[src/rtl/render_pkg.sv]
// rtl/render_pkg.sv - shared renderer types and defaults for the frame-buffer front end
package render_pkg;

    localparam int WIDTH_DEF   = 1024;
    localparam int HEIGHT_DEF  = 768;
    localparam int ADDR_W_DEF  = 20;
    localparam int COLOR_W_DEF = 12;

    // Coordinate widths are fixed by the shading-pipeline request bus.
    localparam int X_W = 11;
    localparam int Y_W = 10;

    typedef struct packed {
        logic [3:0] r;
        logic [3:0] g;
        logic [3:0] b;
    } colour_t;

    typedef enum logic [1:0] {
        ST_IDLE  = 2'd0,
        ST_ISSUE = 2'd1,
        ST_DRAIN = 2'd2,
        ST_DONE  = 2'd3
    } sched_state_t;

endpackage

[src/rtl/raster_pixel_scheduler_if.sv]
// rtl/raster_pixel_scheduler_if.sv - request, response, write-port and status bundle of the scheduler
interface raster_pixel_scheduler_if
    import render_pkg::*;
#(
    parameter int ADDR_W  = ADDR_W_DEF,
    parameter int COLOR_W = COLOR_W_DEF
);
    logic               start_in;
    logic [X_W-1:0]     req_x_out;
    logic [Y_W-1:0]     req_y_out;
    logic               req_valid_out;
    logic               req_ready_in;
    logic [COLOR_W-1:0] resp_color_in;
    logic               resp_valid_in;
    logic [ADDR_W-1:0]  wr_addr_out;
    logic [COLOR_W-1:0] wr_data_out;
    logic               wr_en_out;
    logic               busy_out;
    logic               frame_done_out;
    logic [7:0]         frame_count_out;
    logic               err_out;

    // Scheduler side.
    modport master (
        input  start_in, req_ready_in, resp_color_in, resp_valid_in,
        output req_x_out, req_y_out, req_valid_out,
        output wr_addr_out, wr_data_out, wr_en_out,
        output busy_out, frame_done_out, frame_count_out, err_out
    );

    // Shading pipeline / frame buffer / controller side.
    modport slave (
        output start_in, req_ready_in, resp_color_in, resp_valid_in,
        input  req_x_out, req_y_out, req_valid_out,
        input  wr_addr_out, wr_data_out, wr_en_out,
        input  busy_out, frame_done_out, frame_count_out, err_out
    );
endinterface

[src/rtl/raster_counter.sv]
// rtl/raster_counter.sv - raster-order x/y counter with running linear address
module raster_counter
    import render_pkg::*;
#(
    parameter int WIDTH  = WIDTH_DEF,
    parameter int HEIGHT = HEIGHT_DEF,
    parameter int ADDR_W = ADDR_W_DEF
) (
    input  logic              clk_in,
    input  logic              rst_in,
    input  logic              clear_in,
    input  logic              advance_in,
    output logic [X_W-1:0]    x_out,
    output logic [Y_W-1:0]    y_out,
    output logic [ADDR_W-1:0] addr_out,
    output logic              last_out
);
    localparam logic [X_W-1:0] X_LAST = X_W'(WIDTH - 1);
    localparam logic [Y_W-1:0] Y_LAST = Y_W'(HEIGHT - 1);

    assign last_out = (x_out == X_LAST) && (y_out == Y_LAST);

    // Step through the frame; the address tracks y*WIDTH+x by counting, so no multiplier.
    always_ff @(posedge clk_in) begin
        if (!rst_in || clear_in) begin
            x_out    <= '0;
            y_out    <= '0;
            addr_out <= '0;
        end else if (advance_in) begin
            if (x_out == X_LAST) begin
                x_out <= '0;
                y_out <= (y_out == Y_LAST) ? '0 : y_out + 1'b1;
            end else begin
                x_out <= x_out + 1'b1;
            end
            addr_out <= last_out ? '0 : addr_out + 1'b1;
        end
    end
endmodule

[src/rtl/raster_pixel_scheduler.sv]
// rtl/raster_pixel_scheduler.sv - sweeps a frame, issues pixel requests and writes shaded colours to the frame buffer
module raster_pixel_scheduler
    import render_pkg::*;
#(
    parameter int WIDTH           = WIDTH_DEF,
    parameter int HEIGHT          = HEIGHT_DEF,
    parameter int ADDR_W          = ADDR_W_DEF,
    parameter int COLOR_W         = COLOR_W_DEF,
    parameter int MAX_OUTSTANDING = 4
) (
    input  logic clk_in,
    input  logic rst_in,
    raster_pixel_scheduler_if.master bus
);
    localparam int OUT_W = $clog2(MAX_OUTSTANDING + 1);
    localparam logic [OUT_W-1:0] OUT_MAX = OUT_W'(MAX_OUTSTANDING);

    sched_state_t       state;
    logic [OUT_W-1:0]   outstanding;
    logic               wr_complete;
    logic               wr_en_q;
    logic [ADDR_W-1:0]  wr_addr_q;
    logic [COLOR_W-1:0] wr_data_q;
    logic               frame_done_q;
    logic [7:0]         frame_count_q;
    logic               err_q;

    logic               start_ok;
    logic               req_valid;
    logic               handshake;
    logic               resp_ok;
    logic               spurious;

    logic [X_W-1:0]     issue_x;
    logic [Y_W-1:0]     issue_y;
    logic [ADDR_W-1:0]  unused_issue_addr;
    logic               issue_last;
    logic [X_W-1:0]     unused_write_x;
    logic [Y_W-1:0]     unused_write_y;
    logic [ADDR_W-1:0]  write_addr;
    logic               write_last;

    assign start_ok  = (state == ST_IDLE) && bus.start_in;
    assign req_valid = (state == ST_ISSUE) && (outstanding < OUT_MAX);
    assign handshake = req_valid && bus.req_ready_in;
    // Outstanding is only non-zero in ISSUE/DRAIN, so this also gates responses by state.
    assign resp_ok   = bus.resp_valid_in && (outstanding != '0);
    assign spurious  = bus.resp_valid_in && (outstanding == '0);

    raster_counter #(.WIDTH(WIDTH), .HEIGHT(HEIGHT), .ADDR_W(ADDR_W)) u_issue_cnt (
        .clk_in     (clk_in),
        .rst_in     (rst_in),
        .clear_in   (start_ok),
        .advance_in (handshake),
        .x_out      (issue_x),
        .y_out      (issue_y),
        .addr_out   (unused_issue_addr),
        .last_out   (issue_last)
    );

    raster_counter #(.WIDTH(WIDTH), .HEIGHT(HEIGHT), .ADDR_W(ADDR_W)) u_write_cnt (
        .clk_in     (clk_in),
        .rst_in     (rst_in),
        .clear_in   (start_ok),
        .advance_in (resp_ok),
        .x_out      (unused_write_x),
        .y_out      (unused_write_y),
        .addr_out   (write_addr),
        .last_out   (write_last)
    );

    // Frame FSM, credit counter, registered write port and status flags.
    always_ff @(posedge clk_in) begin
        if (!rst_in) begin
            state         <= ST_IDLE;
            outstanding   <= '0;
            wr_complete   <= 1'b0;
            wr_en_q       <= 1'b0;
            wr_addr_q     <= '0;
            wr_data_q     <= '0;
            frame_done_q  <= 1'b0;
            frame_count_q <= '0;
            err_q         <= 1'b0;
        end else begin
            frame_done_q <= 1'b0;
            wr_en_q      <= resp_ok;
            if (resp_ok) begin
                wr_addr_q <= write_addr;
                wr_data_q <= bus.resp_color_in;
                if (write_last) begin
                    wr_complete <= 1'b1;
                end
            end
            if (spurious) begin
                err_q <= 1'b1;
            end
            if (handshake && !resp_ok) begin
                outstanding <= outstanding + 1'b1;
            end else if (!handshake && resp_ok) begin
                outstanding <= outstanding - 1'b1;
            end

            case (state)
                ST_IDLE: begin
                    if (start_ok) begin
                        state       <= ST_ISSUE;
                        outstanding <= '0;
                        wr_complete <= 1'b0;
                    end
                end
                ST_ISSUE: begin
                    if (handshake && issue_last) begin
                        state <= ST_DRAIN;
                    end
                end
                ST_DRAIN: begin
                    if (outstanding == '0 && wr_complete) begin
                        state         <= ST_DONE;
                        frame_done_q  <= 1'b1;
                        frame_count_q <= frame_count_q + 1'b1;
                    end
                end
                default: begin
                    state <= ST_IDLE;
                end
            endcase
        end
    end

    assign bus.req_x_out       = issue_x;
    assign bus.req_y_out       = issue_y;
    assign bus.req_valid_out   = req_valid;
    assign bus.wr_addr_out     = wr_addr_q;
    assign bus.wr_data_out     = wr_data_q;
    assign bus.wr_en_out       = wr_en_q;
    assign bus.busy_out        = (state == ST_ISSUE) || (state == ST_DRAIN);
    assign bus.frame_done_out  = frame_done_q;
    assign bus.frame_count_out = frame_count_q;
    assign bus.err_out         = err_q;
endmodule

[src/flat_wrapper.sv]
// flat-port wrapper written by rule: the top's interface ports become plain ports
module raster_pixel_scheduler_flat import render_pkg::*;
#(
    parameter int WIDTH           = WIDTH_DEF,
    parameter int HEIGHT          = HEIGHT_DEF,
    parameter int ADDR_W          = ADDR_W_DEF,
    parameter int COLOR_W         = COLOR_W_DEF,
    parameter int MAX_OUTSTANDING = 4
)
  (clk_in, rst_in, bus_start_in, bus_req_ready_in, bus_resp_color_in, bus_resp_valid_in, bus_req_x_out, bus_req_y_out, bus_req_valid_out, bus_wr_addr_out, bus_wr_data_out, bus_wr_en_out, bus_busy_out, bus_frame_done_out, bus_frame_count_out, bus_err_out);
  raster_pixel_scheduler_if #(.ADDR_W(ADDR_W), .COLOR_W(COLOR_W)) bus_i ();
  input  logic clk_in;
  input  logic rst_in;
  input wire logic [$bits(bus_i.start_in)-1:0] bus_start_in;
  input wire logic [$bits(bus_i.req_ready_in)-1:0] bus_req_ready_in;
  input wire logic [$bits(bus_i.resp_color_in)-1:0] bus_resp_color_in;
  input wire logic [$bits(bus_i.resp_valid_in)-1:0] bus_resp_valid_in;
  output wire logic [$bits(bus_i.req_x_out)-1:0] bus_req_x_out;
  output wire logic [$bits(bus_i.req_y_out)-1:0] bus_req_y_out;
  output wire logic [$bits(bus_i.req_valid_out)-1:0] bus_req_valid_out;
  output wire logic [$bits(bus_i.wr_addr_out)-1:0] bus_wr_addr_out;
  output wire logic [$bits(bus_i.wr_data_out)-1:0] bus_wr_data_out;
  output wire logic [$bits(bus_i.wr_en_out)-1:0] bus_wr_en_out;
  output wire logic [$bits(bus_i.busy_out)-1:0] bus_busy_out;
  output wire logic [$bits(bus_i.frame_done_out)-1:0] bus_frame_done_out;
  output wire logic [$bits(bus_i.frame_count_out)-1:0] bus_frame_count_out;
  output wire logic [$bits(bus_i.err_out)-1:0] bus_err_out;
  assign bus_i.start_in = bus_start_in;
  assign bus_i.req_ready_in = bus_req_ready_in;
  assign bus_i.resp_color_in = bus_resp_color_in;
  assign bus_i.resp_valid_in = bus_resp_valid_in;
  assign bus_req_x_out = bus_i.req_x_out;
  assign bus_req_y_out = bus_i.req_y_out;
  assign bus_req_valid_out = bus_i.req_valid_out;
  assign bus_wr_addr_out = bus_i.wr_addr_out;
  assign bus_wr_data_out = bus_i.wr_data_out;
  assign bus_wr_en_out = bus_i.wr_en_out;
  assign bus_busy_out = bus_i.busy_out;
  assign bus_frame_done_out = bus_i.frame_done_out;
  assign bus_frame_count_out = bus_i.frame_count_out;
  assign bus_err_out = bus_i.err_out;
  raster_pixel_scheduler #(.WIDTH(WIDTH), .HEIGHT(HEIGHT), .ADDR_W(ADDR_W), .COLOR_W(COLOR_W), .MAX_OUTSTANDING(MAX_OUTSTANDING)) u_core (.clk_in(clk_in), .rst_in(rst_in), .bus(bus_i));
endmodule
[config.mk]
export PLATFORM = sky130hd
export DESIGN_NAME = raster_pixel_scheduler_flat
export DESIGN_NICKNAME = d
export VERILOG_FILES = /design/src/rtl/render_pkg.sv /design/src/rtl/raster_pixel_scheduler_if.sv /design/src/rtl/raster_counter.sv /design/src/rtl/raster_pixel_scheduler.sv /design/src/flat_wrapper.sv
export SDC_FILE = /design/constraint.sdc
export NUM_CORES = 1
export LEC_CHECK = 0
export BUFFER_PORTS_ARGS = -buffer_cell sky130_fd_sc_hd__buf_2
export CAP_MARGIN = 10
export CORE_MARGIN = 2
export CORE_UTILIZATION = 52
export DETAILED_ROUTE_END_ITERATION = 7
export GPL_TIMING_DRIVEN = 0
export PLACE_DENSITY = 0.82
export SLEW_MARGIN = 20
export SYNTH_ARGS = -nofsm -noshare
export SYNTH_HDL_FRONTEND = slang
export SYNTH_HIERARCHICAL = 1
export SYNTH_SLANG_ARGS = --single-unit
[constraint.sdc]
create_clock -name clk_in -period 2.75 [get_ports clk_in]
set_input_delay 0.275 -clock clk_in [delete_from_list [all_inputs] [get_ports clk_in]]
set_output_delay 0.275 -clock clk_in [all_outputs]
set_load 0.01 [all_outputs]
==> flow_metrics.py, run 1 <==
metrics = {
    "layout": {
        "final_area_sq_um": 5773,
        "final_core_utilization_pct": 62.18,
        "drive_gt1_share_pct": 22.95,
        "insertedDiodeCount": 0,
        "final_cells": 800,
        "nNetsFinal": 695,
        "seq_area_sq_um": 2225,
        "multi_input_area_sq_um": 2516,
        "fillers": 791,
        "area_growth_syn_to_layout_pct": 15.35,
    },
    "clocking": {
        "hold_buffers": 0,
        "h-tree-depth": 3,
        "worstSkewPairLatency_ns": 0.37,
        "cts_tree": "built",
        "root_buffer": "clkbuf_8",
        "cts-buffers-inserted": 9,
        "post_cts_buffers": 0,
        "path_clk_slew_ns": 0.11,
        "cts_buffer_depth": 2,
        "cts_sinks": 111,
    },
    "logic_synthesis": {
        "postSynthCellCount": 574,
        "syn-cell-area_sq_um": 5005,
        "synth_fp_nets": 603,
        "yosysWarnings": 6,
        "syn_avg_cell_area_sq_um": 8.719,
    },
    "global_route": {
        "grt_start_max_net_pins": 27,
        "grt_usage_pct": 20.62,
        "grt_pass1_vias": 4022,
        "grt_pass1_wl_microns": 17620,
        "antenna_found_initial": 0,
        "grt-ovfl-total": 0,
    },
    "setup_path": {
        "reg2regPathDepth": 11,
        "start_kind": "register",
        "worst_setup_path_end_kind": "register",
        "crit_slowest_cell": "or4_1",
        "cp_slowest_stage_delay_ns": 0.48,
        "arrival_ns": 2.90,
        "path_delay_family": "simple AND/OR/NAND/NOR gates",
        "r2r_start": "u_core/outstanding[0]",
        "worst-path-buf-inv": 4,
        "cp_max_fo": 13,
        "crit_required_ns": 3.05,
        "crit_chain": "inv_1, ha_2, nor2b_4, nand2b_1, buf_6, clkinv_8, nand3_4, or4_4, buf_6, or4_1, a21oi_1",
        "path_common_cell": "buf_6",
        "r2r-end": "u_core/u_write_cnt/y_out[5]",
        "path_class": "register to register",
        "r2r_slack_ns": 0.16,
    },
    "placed_design": {
        "dpl_worst_slack_ns": -0.2828,
        "portBuffers": 82,
        "place_area_sq_um": 5580,
        "dp_hpwl_microns": 7625,
        "dpl.cell_count": 785,
        "gp_congestion": 0.8226,
    },
    "hold_path": {
        "hp-start": "bus_resp_color_in[3]",
        "hold_path_class": "primary input to register",
        "min_path_cells": 3,
        "min_to": "u_core/bus.wr_data_out[3]",
    },
    "detailed_routing": {
        "drt_iter0_drc": 226,
        "ant_nets": 0,
        "viasPerCell": 5.531,
        "route.detailed.drc": 0,
        "wl_per_cell_microns": 13.23,
        "drtPass1Iterations": 7,
        "vias": 4425,
        "totalWireLength_microns": 10580,
    },
    "sta": {
        "finalMaxSlewViolations": 0,
        "skew_ns": 0.01024,
        "worst_pin_slew_ns": 0.5178,
        "rsz0062_at_grt": "false",
        "fin_crit_ns": 2.595,
        "setup_ws_ns": 0.1554,
        "finalSetupViolCount": 0,
        "hold_violations": 0,
        "clock.fmax_ghz": 0.3854,
        "fin_crit_sh_pct": 94.35,
        "relSlewSlack_pct": 65.48,
    },
    "die": {
        "start_util_pct": 53.91,
        "die_h_microns": 102.1,
        "pin_count": 83,
        "die-area_sq_um": 10430,
        "core_area_sq_um": 9284,
        "num_rows": 35,
        "die_w_microns": 102.1,
    },
    "power_and_ir_drop": {
        "vdd_ir_drop_max_mv": 0.2980,
        "cellLeakagePower_nw": 2.120,
        "pwr_density_cell_nw_per_um2": 620.8,
        "power_mw": 3.584,
    },
    "outcome": {
        "run_status": "completed",
    },
    "flow_run": {
        "maxCapViolations": 0,
    },
}
==> final cells by class <==
cell class              instances  share of cell area (%)
multi-input cells             424                   43.58
inverters                      13                   1.062
clock buffers                  10                   2.211
plain buffers                  24                   3.663
repair buffers                 82                   7.109
flip-flops and latches        111                   38.53
repair inverters                1                  0.1517
well taps                     129                   2.796
clock inverters                 6                  0.8886
==> repair_timing <==
| action | 4_1_cts | 5_1_grt |
|---|---|---|
| resized for setup | 6 | 2 |
| gates cloned | 0 | 1 |
| endpoints found under the setup margin | 32 | 23 |
==> sequential cells by signal, indices dropped and copies added (netlist names), 2 cells and up <==
name and count:
u_core/u_write_cnt/addr_out 20, u_core/bus.wr_addr_out 20, u_core/bus.wr_data_out 12, u_core/u_issue_cnt/x_out 11, u_core/bus.frame_count_out 8, u_core/outstanding 3
u_core/u_issue_cnt/y_out 10, u_core/state 2, u_core/u_write_cnt/y_out 10, u_core/u_write_cnt/x_out 11
==> cell usage in the layout, fill, tap and decap left out, types with 2 or more instances in the layout <==
cell,n
a211oi_1,2
a21oi_1,69
and2_2,2
and4_2,2
buf_2,82
buf_4,3
buf_6,12
clkbuf_1,8
clkbuf_8,11
dfxtp_1,109
dfxtp_2,2
ha_1,11
inv_1,11
inv_6,5
nand2_1,93
nand2b_1,8
nand3_1,22
nand3_2,2
nand3b_1,6
nand4_1,17
nand4_2,3
nor2_1,46
nor2b_1,6
nor3_1,12
nor3_2,3
nor4_1,5
o21a_1,2
o21ai_0,20
o311a_2,2
o31ai_1,8
or2b_2,2
or3_1,11
or3_2,6
or4_1,10
or4_2,2
or4_4,3
xnor2_1,19
xor2_1,13
==> how the worst max path moves through the flow <==
stage / endpoint / depth (start not counted) / start
global route: u_core/u_write_cnt/y_out[8] / 11 / u_core/outstanding[1]
floorplan: u_core/u_write_cnt/y_out[8] / 13 / u_core/outstanding[0]
global placement: u_core/u_write_cnt/addr_out[12] / 14 / u_core/outstanding[0]
detailed placement: u_core/u_write_cnt/addr_out[5] / 14 / u_core/outstanding[0]
CTS: u_core/u_write_cnt/y_out[8] / 11 / u_core/outstanding[0]
finish: u_core/u_write_cnt/y_out[5] / 11 / u_core/outstanding[0]
==> power breakdown <==
group | switching [mW] | total (mW) | internal (mW)
Clock | 0.567 | 0.912 | 0.345
Combinational | 0.545 | 0.928 | 0.383
Sequential | 0.0561 | 1.74 | 1.69
Total | 1.17 | 3.58 | 2.42
==> worst reg2reg max path, delay by kind of cell, from the launching register on <==
family	cells	cell delay (ns)
and+or+nand+nor	5	1.34
buffers and inverters	4	0.47
DFF	1	0.36
adders and majority gates	1	0.22
AOI/OAI and AO/OA	1	0.15
==> metrics by stage <==
| step | hold WS, ns | setup TNS [ns] |
|---|---|---|
| after CTS | 0.1166 | 0 |
| after global placement | 0.4384 | -4.008 |
| after floorplan | 0.4110 | 0 |
| final | 0.1312 | 0 |
| after detailed placement | 0.4463 | -6.096 |
| after global routing | 0.1108 | 0 |
==> layer usage <==
| layer | vias to the layer above | global-route usage, % | wire (microns) |
|---|---|---|---|
| met5 | - | 0 | 0 |
| met4 | 0 | 7.179 | 140 |
| met3 | 13 | 4.241 | 463 |
| met2 | 109 | 35.17 | 5248 |
| met1 | 2116 | 25.98 | 4728 |
| li1 | 2187 | - | - |
Note: power is estimated with default switching activity, not from simulation.
==> run 2: changes to the inputs <==
Settings changed: RECOVER_POWER set to 100.
==> run 2 against run 1 <==
Setup slack improved by 0.045 ns. Design area decreased by 2.6%. Sequential share of layout area increased by 1.0 points. Worst hold slack got worse by 0.0034 ns. Routed wire length increased by 0.76%. Non-clock buffer count unchanged. Critical path depth unchanged. Largest cell class unchanged.
==> flow_metrics.py, run 2 (synthesized netlist as in run 1, its figures left out) <==
metrics = {
    "detailed_routing": {
        "ant_nets": 0,
        "drt_iter0_drc": 216,
        "viasPerCell": 5.535,
        "route.detailed.drc": 0,
        "totalWireLength_microns": 10660,
        "wl_per_cell_microns": 13.33,
        "drtPass1Iterations": 5,
        "vias": 4428,
    },
    "sta": {
        "finalMaxSlewViolations": 0,
        "clock.fmax_ghz": 0.3923,
        "setup_ws_ns": 0.2008,
        "fin_crit_sh_pct": 92.70,
        "skew_ns": 0.01375,
        "finalSetupViolCount": 0,
        "worst_pin_slew_ns": 0.5011,
        "fin_crit_ns": 2.549,
        "rsz0062_at_grt": "false",
        "holdWs_ns": 0.1277,
        "relSlewSlack_pct": 66.59,
        "hold_violations": 0,
    },
    "die": {
        "die_w_microns": 102.1,
        "start_util_pct": 53.91,
        "pin_count": 83,
        "die_h_microns": 102.1,
        "num_rows": 35,
        "core_area_sq_um": 9284,
        "die-area_sq_um": 10430,
    },
    "layout": {
        "nNetsFinal": 695,
        "drive_gt1_share_pct": 11.92,
        "fillers": 837,
        "final_core_utilization_pct": 60.54,
        "area_growth_syn_to_layout_pct": 12.30,
        "insertedDiodeCount": 0,
        "final_common_cell": "dfxtp_1",
        "multi_input_area_sq_um": 2487,
        "seq_area_sq_um": 2225,
        "final_cell_mix": "dfxtp_1, nand2_1, clkbuf_1, a21oi_1, nor2_1",
    },
    "setup_path": {
        "arrival_ns": 2.85,
        "path_class": "register to register",
        "worst-path-buf-inv": 4,
        "r2r-end": "u_core/u_write_cnt/y_out[5]",
        "worst_setup_path_end_kind": "register",
        "path_common_cell": "buf_6",
        "cp_slowest_stage_delay_ns": 0.47,
        "r2r_slack_ns": 0.20,
        "r2r_start": "u_core/outstanding[0]",
        "cp_max_fo": 13,
        "crit_chain": "inv_1, ha_2, nor2b_4, nand2b_1, buf_6, clkinv_8, nand3_4, or4_4, buf_6, or4_1, a21oi_1",
        "crit_slowest_cell": "or4_1",
        "reg2regPathDepth": 11,
        "start_kind": "register",
        "crit_required_ns": 3.05,
        "path_delay_family": "simple AND/OR/NAND/NOR gates",
    },
    "placed_design": {
        "dpl_worst_slack_ns": -0.2828,
        "dp_hpwl_microns": 7625,
        "portBuffers": 82,
        "gp_congestion": 0.8226,
    },
    "hold_path": {
        "min_to": "u_core/bus.wr_data_out[3]",
        "hp-start": "bus_resp_color_in[3]",
        "hold_path_class": "primary input to register",
        "min_path_cells": 3,
    },
    "flow_run": {
        "maxCapViolations": 0,
    },
    "global_route": {
        "antenna_found_initial": 0,
        "grt_pass1_vias": 4022,
        "grt_pass1_wl_microns": 17620,
        "grt_usage_pct": 20.62,
        "grt_start_max_net_pins": 27,
        "grt-ovfl-total": 0,
    },
    "clocking": {
        "cts_tree": "built",
        "root_buffer": "clkbuf_8",
        "cts_sinks": 111,
        "cts-buffers-inserted": 9,
        "cts_buffer_depth": 2,
        "path_clk_slew_ns": 0.11,
        "worstSkewPairLatency_ns": 0.37,
        "h-tree-depth": 3,
        "post_cts_buffers": 0,
    },
    "power_and_ir_drop": {
        "cellLeakagePower_nw": 1.799,
        "vdd_ir_drop_max_mv": 0.2936,
        "pwr_density_cell_nw_per_um2": 627.8,
    },
    "outcome": {
        "run_status": "completed",
    },
}
[run 2: how the worst max path moves through the flow]
stage / start / end / slack [ns] / cells after the start
global placement: u_core/outstanding[0] / u_core/u_write_cnt/addr_out[12] / -0.21 / 14
global route: u_core/outstanding[1] / u_core/u_write_cnt/y_out[5] / 0.03 / 12
CTS: u_core/outstanding[0] / u_core/u_write_cnt/y_out[8] / 0.07 / 11
floorplan: u_core/outstanding[0] / u_core/u_write_cnt/y_out[8] / 0.006 / 13
detailed placement: u_core/outstanding[0] / u_core/u_write_cnt/addr_out[5] / -0.28 / 14
finish: u_core/outstanding[0] / u_core/u_write_cnt/y_out[5] / 0.20 / 11
[run 2: timing repair]
item,4_1_cts,5_1_grt
hold buffers,0,0
gates resized for setup,6,2
cloned,0,1
setup endpoints to repair,32,23
[run 2: power breakdown]
part | switching (mW) | leakage, nW | internal [mW]
Sequential | 0.0567 | 0.896 | 1.69
Clock | 0.568 | 0.0883 | 0.346
Combinational | 0.534 | 0.815 | 0.336
Total | 1.16 | 1.80 | 2.37
[run 2: cell type report]
class                      count  area share [%]
buffer                        24           3.028
clock buffer                  10           2.271
clock inverter                 6          0.9127
inverter                      13           1.091
multi-input combinational    424           44.26
sequential                   111           39.58
tap                          129           2.872
timing repair buffer          82           5.833
timing repair inverter         1          0.1558
[run 2: stage by stage]
| stage | TNS, ns | instance area (sq um) | cells | total power [mW] |
|---|---|---|---|---|
| floorplan | 0 | 5009 | 574 | 2.478 |
| CTS | 0 | 5757 | 799 | 3.594 |
| finish | 0 | 5620 | 800 | 3.528 |
| detailed placement | -6.096 | 5580 | 785 | 2.705 |
| global placement | -4.008 | 5580 | 785 | 2.665 |
| global route | 0 | 5620 | 800 | 3.738 |
[run 2: worst reg2reg max path, delay by kind of cell (launching register included)]
family	cells	cell delay [ns]
and+or+nand+nor	5	1.31
buffers and inverters	4	0.47
DFF	1	0.36
adders and majority gates	1	0.20
AOI/OAI and AO/OA	1	0.15
[run 2: routing by layer]
layer  vias up  track usage [%]  wire length, microns
li1       2190                -                     -
met4         0            7.179                   121
met3        11            4.241                   489
met1      2107            25.98                  4838
met5         -                0                     0
met2       120            35.17                  5212
==> run 3: changes to the inputs <==
Settings changed: ABC_AREA set to 1, BUFFER_PORTS_ARGS -buffer_cell sky130_fd_sc_hd__buf_2 to unset, CORE_UTILIZATION 52 to 40, DONT_BUFFER_PORTS set to 1, PLACE_DENSITY 0.82 to 0.62.
==> run 3 against run 2 <==
Flip-flop and latch count unchanged. Global-route usage shrank 3.4 points. Register-to-register slack improved by 0.03 ns. Utilization shrank 16 points. First-iteration DRC count up 46%. Critical endpoint is now u_core/u_write_cnt/addr_out[7]. Largest cell class unchanged. Highest routed layer unchanged.
==> flow_metrics.py, run 3 <==
metrics = {
    "power_and_ir_drop": {
        "cellLeakagePower_nw": 2.134,
        "vdd_ir_drop_max_mv": 0.3932,
        "power_mw": 4.453,
        "pwr_density_cell_nw_per_um2": 786.3,
    },
    "logic_synthesis": {
        "yosysWarnings": 6,
        "postSynthCellCount": 748,
        "syn-cell-area_sq_um": 5236,
        "synth_fp_nets": 777,
        "syn_avg_cell_area_sq_um": 7.000,
    },
    "placed_design": {
        "dpl.cell_count": 920,
        "portBuffers": 0,
        "gp_congestion": 0.8593,
        "dp_hpwl_microns": 8883,
    },
    "setup_path": {
        "crit_required_ns": 2.99,
        "worst_setup_path_end_kind": "register",
        "r2r_start": "u_core/outstanding[0]",
        "r2r-end": "u_core/u_write_cnt/addr_out[7]",
        "crit_path_start": "u_core/outstanding[0]",
        "arrival_ns": 2.76,
        "r2r_slack_ns": 0.23,
        "start_kind": "register",
        "cp_max_fo": 14,
        "reg2regPathDepth": 14,
        "path_class": "register to register",
    },
    "die": {
        "die_h_microns": 118.4,
        "start_util_pct": 41.16,
        "core_area_sq_um": 12720,
        "num_rows": 41,
        "pin_count": 83,
        "die-area_sq_um": 14020,
        "die_w_microns": 118.4,
    },
    "sta": {
        "clock.fmax_ghz": 0.3973,
        "holdWs_ns": 0.1004,
        "hold_violations": 0,
        "rsz0062_at_grt": "false",
        "worst_pin_slew_ns": 0.7371,
        "finalSetupViolCount": 0,
        "fin_crit_ns": 2.517,
        "finalMaxSlewViolations": 0,
        "relSlewSlack_pct": 50.68,
        "finalSetupTns_ns": 0,
        "fin_crit_sh_pct": 91.54,
        "skew_ns": 0.006930,
    },
    "layout": {
        "multi_input_area_sq_um": 2570,
        "fillers": 1336,
        "seq_area_sq_um": 2222,
        "final_cells": 935,
        "nNetsFinal": 788,
        "final_cell_mix": "nor2_1, nand2_1, dfxtp_1, inv_1, nand3_1",
        "insertedDiodeCount": 0,
        "drive_gt1_share_pct": 5.505,
        "area_growth_syn_to_layout_pct": 8.148,
        "final_common_cell": "nor2_1",
    },
    "hold_path": {
        "hold_path_class": "primary input to register",
        "min_to": "u_core/bus.err_out",
        "hp-start": "bus_resp_valid_in",
        "min_path_cells": 2,
    },
    "clocking": {
        "cts-buffers-inserted": 9,
        "h-tree-depth": 3,
        "path_clk_slew_ns": 0.07,
        "post_cts_buffers": 0,
        "hold_buffers": 0,
        "cts_sinks": 111,
        "cts_buffer_depth": 2,
        "cts_tree": "built",
        "cts_resized": 0,
        "worstSkewPairLatency_ns": 0.35,
        "root_buffer": "clkbuf_16",
    },
    "detailed_routing": {
        "route.detailed.drc": 0,
        "wl_per_cell_microns": 12.75,
        "totalWireLength_microns": 11930,
        "vias": 4683,
        "drt_iter0_drc": 315,
        "viasPerCell": 5.009,
        "drtPass1Iterations": 6,
        "ant_nets": 0,
    },
    "flow_run": {
        "maxCapViolations": 0,
    },
    "outcome": {
        "run_status": "completed",
    },
    "global_route": {
        "grt_pass1_vias": 4370,
        "grt_start_max_net_pins": 17,
        "grt-ovfl-total": 0,
        "grt_pass1_wl_microns": 19910,
        "grt_usage_pct": 17.19,
        "antenna_found_initial": 0,
    },
}
run 3: through the flow:
| stage | instance area (sq um) | util (%) | worst slack [ns] |
|---|---|---|---|
| 2_1_floorplan | 5236 | - | 0.7470 |
| 3_3_place_gp | 5451 | 42.85 | 0.2875 |
| 3_5_place_dp | 5451 | 42.85 | 0.2396 |
| 4_1_cts | 5731 | 45.04 | 0.2306 |
| 5_1_grt | 5663 | 44.51 | 0.06190 |
| 6_report | 5663 | 44.51 | 0.2328 |
run 3: per-layer routing:
metal,up-vias,track usage [%],share of wire (%)
met4,0,6.399,1.5
met1,2159,20.87,46
met2,94,28.50,47
met3,13,5.405,5.0
li1,2417,-,-
met5,-,0,0
run 3: cell type report:
type / instances / share of cell area [%]
multi-input cells: 544 / 45.38
inverters: 79 / 5.325
flip-flops and latches: 111 / 39.24
well taps: 172 / 3.800
clock buffers: 10 / 4.043
clock inverters: 5 / 0.8838
plain buffers: 14 / 1.326
run 3: worst max-delay path by stage:
stage,to,cells after the start
2_1_floorplan,u_core/u_write_cnt/addr_out[18],14
3_3_place_gp,u_core/u_write_cnt/addr_out[18],14
3_5_place_dp,u_core/u_write_cnt/addr_out[18],14
4_1_cts,u_core/u_write_cnt/addr_out[18],14
5_1_grt,u_core/u_issue_cnt/y_out[8],12
6_report,u_core/u_write_cnt/addr_out[7],14
run 3: worst max-delay path, cell delays in order, from the launching register on:
cell      delay [ns]
dfxtp_1         0.36
inv_1           0.09
ha_1            0.25
nand2_1         0.12
nand2_4         0.11
inv_4           0.14
buf_4           0.22
nand3_2         0.15
nor2_4          0.22
nand3_4         0.16
nand2_4         0.14
nand2_4         0.11
clkinv_2        0.13
buf_6           0.16
nor2_1          0.05
run 3: where the power goes:
part	total [mW]	internal, mW	leakage, nW	switching, mW
registers	2.11	1.85	0.898	0.262
clock network	1.26	0.696	0.142	0.564
logic	1.08	0.358	1.09	0.724
total	4.45	2.90	2.13	1.55
